### src/rtl/csr_pkg.sv
// Shared definitions for the machine-mode CSR and trap unit: CSR addresses,
// operation encodings, bit positions and the trap FSM state type.
package csr_pkg;

  localparam logic [11:0] CSR_MSTATUS = 12'h300;
  localparam logic [11:0] CSR_MIE     = 12'h304;
  localparam logic [11:0] CSR_MTVEC   = 12'h305;
  localparam logic [11:0] CSR_MEPC    = 12'h341;
  localparam logic [11:0] CSR_MCAUSE  = 12'h342;
  localparam logic [11:0] CSR_MIP     = 12'h344;

  typedef enum logic [1:0] {
    CSR_NONE  = 2'd0,
    CSR_WRITE = 2'd1,
    CSR_SET   = 2'd2,
    CSR_CLEAR = 2'd3
  } csr_op_e;

  localparam int MIE_BIT  = 3;
  localparam int MPIE_BIT = 7;
  localparam int MTIE_BIT = 7;
  localparam int MTIP_BIT = 7;

  localparam logic [31:0] CAUSE_M_TIMER = 32'h8000_0007;
  // Vectored mode jumps to base + 4 * cause code (7 for the machine timer).
  localparam logic [31:0] TIMER_VECTOR_OFFSET = 32'd28;

  typedef enum logic {
    RUN   = 1'b0,
    FLUSH = 1'b1
  } intr_state_e;

  function automatic logic [31:0] csr_apply(csr_op_e op, logic [31:0] old_val,
                                            logic [31:0] operand);
    logic [31:0] res;
    res = old_val;
    case (op)
      CSR_WRITE: res = operand;
      CSR_SET:   res = old_val | operand;
      CSR_CLEAR: res = old_val & ~operand;
      default:   res = old_val;
    endcase
    return res;
  endfunction

endpackage

### src/rtl/csr_regfile.sv
// Machine-mode CSR storage with a combinational read mux and Zicsr
// write/set/clear handling; trap entry and mret update fields directly.
module csr_regfile
  import csr_pkg::*;
#(
  parameter logic [31:0] MTVEC_RESET = 32'h0000_0000
) (
  input  logic        clk,
  input  logic        reset,
  input  logic [11:0] csr_addr_i,
  input  logic [1:0]  csr_op_i,
  input  logic [31:0] csr_wdata_i,
  input  logic        csr_en_i,
  input  logic        trap_enter_i,
  input  logic [31:0] trap_pc_i,
  input  logic        mret_i,
  input  logic        mtip_i,
  output logic [31:0] csr_rdata_o,
  output logic        mstatus_mie_o,
  output logic        mie_mtie_o,
  output logic [31:0] mtvec_o,
  output logic [31:0] mepc_o
);

  logic        mstatus_mie;
  logic        mstatus_mpie;
  logic        mie_mtie;
  logic [31:0] mtvec;
  logic [31:0] mepc;
  logic [31:0] mcause;

  csr_op_e     op;
  logic        do_write;
  logic [31:0] wval;

  always_comb begin
    csr_rdata_o = 32'h0;
    case (csr_addr_i)
      CSR_MSTATUS: begin
        csr_rdata_o[MIE_BIT]  = mstatus_mie;
        csr_rdata_o[MPIE_BIT] = mstatus_mpie;
      end
      CSR_MIE:    csr_rdata_o[MTIE_BIT] = mie_mtie;
      CSR_MTVEC:  csr_rdata_o = mtvec;
      CSR_MEPC:   csr_rdata_o = mepc;
      CSR_MCAUSE: csr_rdata_o = mcause;
      CSR_MIP:    csr_rdata_o[MTIP_BIT] = mtip_i;
      default:    csr_rdata_o = 32'h0;
    endcase
  end

  // Set/clear with a zero operand is a pure read and must not write.
  always_comb begin
    op       = csr_op_e'(csr_op_i);
    wval     = csr_apply(op, csr_rdata_o, csr_wdata_i);
    do_write = csr_en_i && (op != CSR_NONE) &&
               !(((op == CSR_SET) || (op == CSR_CLEAR)) && (csr_wdata_i == 32'h0));
  end

  // Later assignments take priority: mret and trap entry override a CSR write.
  always_ff @(posedge clk) begin
    if (reset) begin
      mstatus_mie  <= 1'b0;
      mstatus_mpie <= 1'b0;
      mie_mtie     <= 1'b0;
      mtvec        <= MTVEC_RESET;
      mepc         <= 32'h0;
      mcause       <= 32'h0;
    end else begin
      if (do_write) begin
        case (csr_addr_i)
          CSR_MSTATUS: begin
            mstatus_mie  <= wval[MIE_BIT];
            mstatus_mpie <= wval[MPIE_BIT];
          end
          CSR_MIE:    mie_mtie <= wval[MTIE_BIT];
          CSR_MTVEC:  mtvec    <= wval;
          CSR_MEPC:   mepc     <= wval & ~32'h3;
          CSR_MCAUSE: mcause   <= wval;
          default: ;
        endcase
      end
      if (mret_i) begin
        mstatus_mie  <= mstatus_mpie;
        mstatus_mpie <= 1'b1;
      end
      if (trap_enter_i) begin
        mstatus_mpie <= mstatus_mie;
        mstatus_mie  <= 1'b0;
        mepc         <= trap_pc_i & ~32'h3;
        mcause       <= CAUSE_M_TIMER;
      end
    end
  end

  assign mstatus_mie_o = mstatus_mie;
  assign mie_mtie_o    = mie_mtie;
  assign mtvec_o       = mtvec;
  assign mepc_o        = mepc;

endmodule

### src/rtl/csr_intr_unit.sv
// Machine-mode CSR and timer-interrupt trap unit beside MEM/WB: latches the
// timer pending bit, decides trap entry / mret, and issues a PC redirect.
module csr_intr_unit
  import csr_pkg::*;
#(
  parameter logic [31:0] MTVEC_RESET  = 32'h0000_0000,
  parameter int          FLUSH_CYCLES = 2
) (
  input  logic        clk,
  input  logic        reset,
  input  logic        timer_intr_i,
  input  logic        instr_valid_i,
  input  logic [31:0] pc_i,
  input  logic [1:0]  csr_op_i,
  input  logic [11:0] csr_addr_i,
  input  logic [31:0] csr_wdata_i,
  input  logic        is_mret_i,
  output logic [31:0] csr_rdata_o,
  output logic        redirect_o,
  output logic [31:0] redirect_pc_o,
  output logic        trap_busy_o
);

  localparam logic [7:0] FLUSH_LAST = 8'(FLUSH_CYCLES - 1);

  intr_state_e state, state_next;
  logic [7:0]  flush_cnt, flush_cnt_next;
  logic        mtip;
  logic        mstatus_mie;
  logic        mie_mtie;
  logic [31:0] mtvec;
  logic [31:0] mepc;
  logic        take_intr;
  logic        take_mret;
  logic        csr_en;
  logic [31:0] mtvec_base;
  logic [31:0] trap_target;

  // instr_valid_i qualifies every MEM/WB input for one cycle; there is no
  // back-pressure, and while FLUSH is active it is ignored entirely.
  assign take_intr = (state == RUN) && instr_valid_i && mtip && mstatus_mie && mie_mtie;
  assign take_mret = (state == RUN) && instr_valid_i && is_mret_i && !take_intr;
  assign csr_en    = (state == RUN) && instr_valid_i && !take_intr;

  assign mtvec_base  = mtvec & ~32'h3;
  assign trap_target = (mtvec[1:0] == 2'b01) ? (mtvec_base + TIMER_VECTOR_OFFSET)
                                             : mtvec_base;

  csr_regfile #(
    .MTVEC_RESET(MTVEC_RESET)
  ) u_regfile (
    .clk          (clk),
    .reset        (reset),
    .csr_addr_i   (csr_addr_i),
    .csr_op_i     (csr_op_i),
    .csr_wdata_i  (csr_wdata_i),
    .csr_en_i     (csr_en),
    .trap_enter_i (take_intr),
    .trap_pc_i    (pc_i),
    .mret_i       (take_mret),
    .mtip_i       (mtip),
    .csr_rdata_o  (csr_rdata_o),
    .mstatus_mie_o(mstatus_mie),
    .mie_mtie_o   (mie_mtie),
    .mtvec_o      (mtvec),
    .mepc_o       (mepc)
  );

  // A timer pulse in the trap-entry cycle keeps the bit set.
  always_ff @(posedge clk) begin
    if (reset)             mtip <= 1'b0;
    else if (timer_intr_i) mtip <= 1'b1;
    else if (take_intr)    mtip <= 1'b0;
  end

  always_comb begin
    state_next     = state;
    flush_cnt_next = flush_cnt;
    case (state)
      RUN: begin
        if (take_intr || take_mret) begin
          state_next     = FLUSH;
          flush_cnt_next = FLUSH_LAST;
        end
      end
      FLUSH: begin
        if (flush_cnt == 8'd0) state_next = RUN;
        else                   flush_cnt_next = flush_cnt - 8'd1;
      end
      default: state_next = RUN;
    endcase
  end

  always_ff @(posedge clk) begin
    if (reset) begin
      state         <= RUN;
      flush_cnt     <= 8'd0;
      redirect_o    <= 1'b0;
      redirect_pc_o <= 32'h0;
    end else begin
      state      <= state_next;
      flush_cnt  <= flush_cnt_next;
      redirect_o <= take_intr || take_mret;
      if (take_intr)      redirect_pc_o <= trap_target;
      else if (take_mret) redirect_pc_o <= mepc;
    end
  end

  assign trap_busy_o = (state == FLUSH);

endmodule

### config.mk
export PLATFORM = sky130hd
export DESIGN_NAME = csr_intr_unit
export DESIGN_NICKNAME = d
export VERILOG_FILES = /design/src/rtl/csr_pkg.sv /design/src/rtl/csr_regfile.sv /design/src/rtl/csr_intr_unit.sv
export SDC_FILE = /design/constraint.sdc
export NUM_CORES = 1
export LEC_CHECK = 0
export CAP_MARGIN = 5
export CORE_UTILIZATION = 30
export CTS_CLUSTER_SIZE = 30
export DETAILED_ROUTE_END_ITERATION = 10
export GPL_ROUTABILITY_DRIVEN = 0
export HOLD_SLACK_MARGIN = 0.06
export PLACE_DENSITY = 0.51
export SLEW_MARGIN = 20
export SYNTH_ARGS = -nofsm -noshare
export SYNTH_HDL_FRONTEND = slang
export SYNTH_SLANG_ARGS = --single-unit
### constraint.sdc
create_clock -name clk -period 2.4 [get_ports clk]
set_input_delay 0.24 -clock clk [delete_from_list [all_inputs] [get_ports clk]]
set_output_delay 0.24 -clock clk [all_outputs]
set_load 0.01 [all_outputs]
Yosys cells after proc, flatten, opt, wreduce, memory -nomap -nowiden
Index checks and enable logic that the tools add are counted.
{"block": "word_totals", "ff_bits": 140, "output_inout_bits": 66, "elab_cells": 95}
{"block": "op_classes", "n_addsub": 2, "eq_ne": 12, "mux": 30, "n_bitwise": 4, "reduce_logical": 35}
{"op": "2-to-1 mux 32 bit", "n": 9}
{"op": "case mux 32 bit (3 select lines)", "n": 1}
{"op": "equality test 12 x 10 -> 1 bit (second input constant)", "n": 6}
{"op": "case mux 24 bit (3 select lines)", "n": 1}
{"op": "adder 32 x 5 -> 32 bit (second input constant)", "n": 1}
{"op": "bitwise AND 32 bit", "n": 1}
{"op": "logical NOT 32 bit", "n": 1}
{"op": "inverter 32 bit", "n": 1}
{"op": "bitwise OR 32 bit", "n": 1}
{"op": "case mux 3 bit (3 select lines)", "n": 2}
{"op": "2-to-1 mux 8 bit", "n": 2}
{"op": "case mux 8 bit (2 select lines)", "n": 1}
{"op": "AND reduction 2 bit", "n": 8}
{"op": "nonzero test 2 bit", "n": 8}
{"op": "2-to-1 mux 1 bit", "n": 11}
{"op": "logical AND 1 bit", "n": 10}
{"op": "logical NOT 8 bit", "n": 1}
{"op": "subtractor 8 x 1 -> 8 bit (second input constant)", "n": 1}
{"op": "case mux 1 bit (6 select lines)", "n": 1}
{"op": "nonzero test 3 bit", "n": 2}
{"op": "equality test 2 x 1 -> 1 bit (second input constant)", "n": 2}
{"op": "equality test 2 bit (second input constant)", "n": 2}
{"op": "case mux 1 bit (4 select lines)", "n": 1}
{"op": "logical NOT 1 bit", "n": 2}
{"op": "other kinds (6)", "n": 7}

Longest topological paths before layout
{"block": "depth", "depth_word": 12, "ltp_mapped": 9, "depth_no_buf": 8}

Hierarchy
A second synthesis with hierarchy kept.
{"block": "hier_totals", "hier_cells": 1031, "area_unflattened_um2": 7982.7}
{"mod": "csr_regfile", "n_inst": 1, "cells_per_inst": 753, "area_per_inst_um2": 5659.2, "seq_area_each_um2": 1941.9}
{"mod": "csr_intr_unit", "n_inst": 1, "cells_per_inst": 278, "area_per_inst_um2": 2323.5, "seq_area_each_um2": 860.8}

Worst setup path after synthesis
No wires, ideal clock.
{"block": "synth_timing", "path_kind": "register to register", "from": "reg flush_cnt[0]", "to": "reg flush_cnt[7]", "setup_ns": 0.130, "arrival_time_ns": 1.859, "path_slack_ns": 0.410, "path_stages_with_launch": 9, "cell_sequence": "dfxtp_1 inv_1 ha_1 nand2b_1 o41ai_4 a2111oi_4 or3b_1 xor2_1 nor3_2"}
{"block": "synth_between", "elab_chain_len": 3, "elab_cells_between_ends": 6}
{"item": "start, declared", "line_no": "csr_intr_unit.sv:27", "rtl": "logic [7:0] flush_cnt, flush_cnt_next;"}
{"item": "start signal, assigned", "line_no": "csr_intr_unit.sv:102", "rtl": "flush_cnt <= flush_cnt_next;"}
{"item": "subtractor 8 x 1 -> 8 bit / logical NOT 8 bit (equally long branches)", "line_no": "csr_intr_unit.sv:88, csr_intr_unit.sv:87"}
{"item": "2-to-1 mux 8 bit / != test 2 bit (equally long branches)"}
{"item": "case mux 8 bit (2 select lines) / AND reduction 2 bit (equally long branches)"}
Several ways; a longest one is shown, not always the timed one. The select of a mux whose other input is x is not followed.
A chain may end at the register's enable or synchronous reset.

Worst setup path after layout
{"block": "layout_timing", "from": "in csr_addr_i[4]", "to": "out csr_rdata_o[23]"}
{"block": "layout_between", "elab_chain_len": 2, "elab_cells_between_ends": 4}
{"item": "start, declared", "line_no": "csr_intr_unit.sv:15", "rtl": "input logic [11:0] csr_addr_i,"}
{"item": "equality test 12 x 10 -> 1 bit", "line_no": "csr_regfile.sv:38", "rtl": "case (csr_addr_i)"}
{"item": "case mux 24 bit (3 select lines) (*)", "line_no": "csr_regfile.sv:38"}
{"item": "end, declared", "line_no": "csr_intr_unit.sv:18", "rtl": "output logic [31:0] csr_rdata_o,"}
Every way passes the cells marked *; elsewhere a longest branch is shown, timed or not.

==> impl_metrics.json <==
{
  "coreArea_sq_um": 24250,
  "row_count": 57,
  "synthXorXnorAreaFrac_pct": 4.624,
  "p_per_area_nw_per_um2": 579.7,
  "cpPeakStageDelay_ns": 0.44,
  "holdBufCountCts": 0,
  "layout-drive-gt1-share_pct": 19.89,
  "hold_path_class": "in2reg",
  "skew_ns": 0.008844,
  "clk_pin_slew_ns": 0.06,
  "cp.required_ns": 2.16,
  "status": "finished, final reports clean",
  "finalWorstSetupSlack_ns": 0.04950,
  "ys_warn_count": 0,
  "end_kind": "output port",
  "ir_drop_mv": 0.3767,
  "drt_iter0_drc": 665,
  "synth-simple-area-share_pct": 19.19,
  "leakagePower_nw": 3.746,
  "ys_seq_area_share_pct": 37.40,
  "drt-vias-per-instance": 5.590,
  "synth_top_family_by_area": "compound AO/OA/AOI/OAI gates",
  "grt_pass1_wl_um": 46000,
  "synth-compound-area-share_pct": 32.59,
  "layout_common_cells": "dfxtp_1, buf_4, clkdlybuf4s50_1",
  "final_cell_area_sq_um": 10730,
  "maxSlewHeadroom_pct": 43.48,
  "syn2layout_area_growth_pct": 45.21,
  "fin_tns_setup_ns": 0,
  "wl_um": 30240,
  "tritoncts": "yes",
  "critPathLaunchType": "primary input",
  "io_pins": 149,
  "ant_nets": 0,
  "finalCritPeriodShare_pct": 97.94,
  "ys_types": 64,
  "place_area_sq_um": 9951,
  "hpwl_um": 21050,
  "synth_edf_count": 0,
  "start_util_pct": 30.46,
  "vias": 7798,
  "crit_arrival_ns": 2.11,
  "synth_area_sq_um": 7387,
  "setup_viol": 0,
  "whs_ns": 0.2633,
  "clock_path_buffers": 2,
  "dp_cells": 1360,
  "maxCapViolCount": 0,
  "nNetsFinal": 1146,
  "critical_path_peak_fanout": 5,
  "numCtsBuffers": 17,
  "dieArea_sq_um": 25260,
  "async_flop_share_pct": 0,
  "synthMuxAreaShare_pct": 0.1524,
  "synth_fa_ha_area_share_pct": 0.3388,
  "io_buffers": 144,
  "instances_no_fill": 1395,
  "crit_type": "in2out",
  "layout_commonest_cell": "dfxtp_1",
  "cp_slowest_cell": "clkdlybuf4s50_1",
  "diodes": 0,
  "root_buffer": "clkbuf_16",
  "antenna_found_initial": 0,
  "worst_pin_slew_ns": 0.8479,
  "grt_max_degree": 45,
  "fmax_mhz": 425.4,
  "final_max_slew_viol_count": 0,
  "pre_cts_ws_ns": -0.3620,
  "drtPass1Iterations": 5,
  "crit_chain": "clkdlybuf4s50_1 -> buf_4 -> nor4_4 -> buf_4 -> buf_12 -> buf_12 -> nand3_1 -> a21oi_2 -> dlygate4sd2_1",
  "die_w_um": 158.9,
  "min_period_ns": 2.350,
  "cts.sinks": 138,
  "synthFlopType": "dfxtp_1",
  "die-height_um": 158.9,
  "syn_inst": 844,
  "clock_latency_ns": 0.43,
  "grtUsageTotal_pct": 23.80,
  "grt_overflow": 0,
  "synth-seq-cells": 138,
  "finalHoldViolations": 0,
  "drc": 0,
  "grt_pass1_vias": 7438,
  "htreeDepth": 4,
  "drt-wirelength-per-cell_um": 21.68,
  "syn_area_per_cell_sq_um": 8.752
}
sequential cells by signal (all words and copies together), names as in the netlist:
name	cells
u_regfile.mepc_o	30
u_regfile.mtvec_o	32
u_regfile.mie_mtie_o	1
u_regfile.mstatus_mpie	1
trap_busy_o	1
flush_cnt	8
mtip	1
redirect_pc_o	30
u_regfile.mcause	32
u_regfile.mstatus_mie_o	1
redirect_o	1
cell type report:
cell class / count / area [sq um]
clock buffer: 18 / 439.2
clock inverter: 11 / 244.0
fill: 2442 / 13520
inverter: 10 / 37.54
multi-input combinational: 621 / 4318
sequential: 138 / 2763
tap: 324 / 405.4
timing repair buffer: 273 / 2520
worst paths after layout:
check	cells after the start	endpoint	from	slack [ns]
max reg2reg	9	redirect_pc_o[24]$_SDFFE_PP0P_	u_regfile.mtvec_o[2]$_SDFFE_PP0P_	0.20
min reg2reg	1	u_regfile.mcause[9]$_SDFFE_PP0P_	u_regfile.mcause[9]$_SDFFE_PP0P_	0.47
max	9	csr_rdata_o[23]	csr_addr_i[4]	0.05
min	2	redirect_o$_SDFF_PP0_	reset	0.26
metal layers:
layer,vias up,track usage (%),share of wire [%]
met5,-,0,0
met4,0,6.337,1.6
met3,36,4.572,6.0
met2,333,37.36,45
met1,3768,33.20,47
li1,3661,-,-
cells by family (layout without fill, tap and decap cells):
kind of cell    Yosys count  count (layout)
compound gates          314             314
xor+xnor                 39              39
fa+ha+maj                 2               2
buf+inv                  86             312
flops                   138             138
mux                       1               1
other cells               1               2
simple gates            263             263
critical path: cells and delay by family:
family,cells,cell delay (ns)
AO/OA/AOI/OAI,1,0.18
buffers and inverters,6,1.32
AND/OR/NAND/NOR,2,0.37
Yosys cell counts (all sizes together) (4+ instances only):
master	instances	area (sq um)
nor3	20	110.1
or3	5	36.28
nand3	41	205.2
nand2b	35	219.0
buf	33	217.7
a221oi	29	254.0
and3	9	61.31
xor2	26	227.7
a21oi	34	181.4
o22ai	18	112.6
and2	4	27.53
xnor2	13	113.9
inv	10	37.54
nand2	43	168.9
and4	4	35.03
a211oi	4	30.03
a222oi	11	110.1
o21ai	34	173.9
a21boi	28	210.2
a22oi	49	367.9
nor2	66	264.0
clkbuf	43	162.7
nor4	9	68.81
a22o	32	280.3
nor2b	5	31.28
dfxtp	138	2763
nand4	9	62.56
o2bb2ai	60	525.5
where the power goes:
group | internal [W] | switching [W]
Clock | 0.00207 | 0.00106
Sequential | 0.00232 | 0.0000305
Combinational | 0.000334 | 0.000403
Total | 0.00473 | 0.00149
stage by stage:
stage / power (W) / util (%)
2_1_floorplan: 0.002736 / -
3_3_place_gp: 0.003113 / 41.04
3_5_place_dp: 0.003115 / 41.04
4_1_cts: 0.006252 / 44.10
5_1_grt: 0.006417 / 44.24
6_report: 0.006218 / 44.24
repair_timing:
action,CTS,global route
pin swaps,1,8
gates cloned,0,1
setup buffers,4,1
gates resized for setup,51,43
endpoints found under the hold margin,0,0
setup endpoints to repair,32,25
Power figures use the tool's default switching activity.
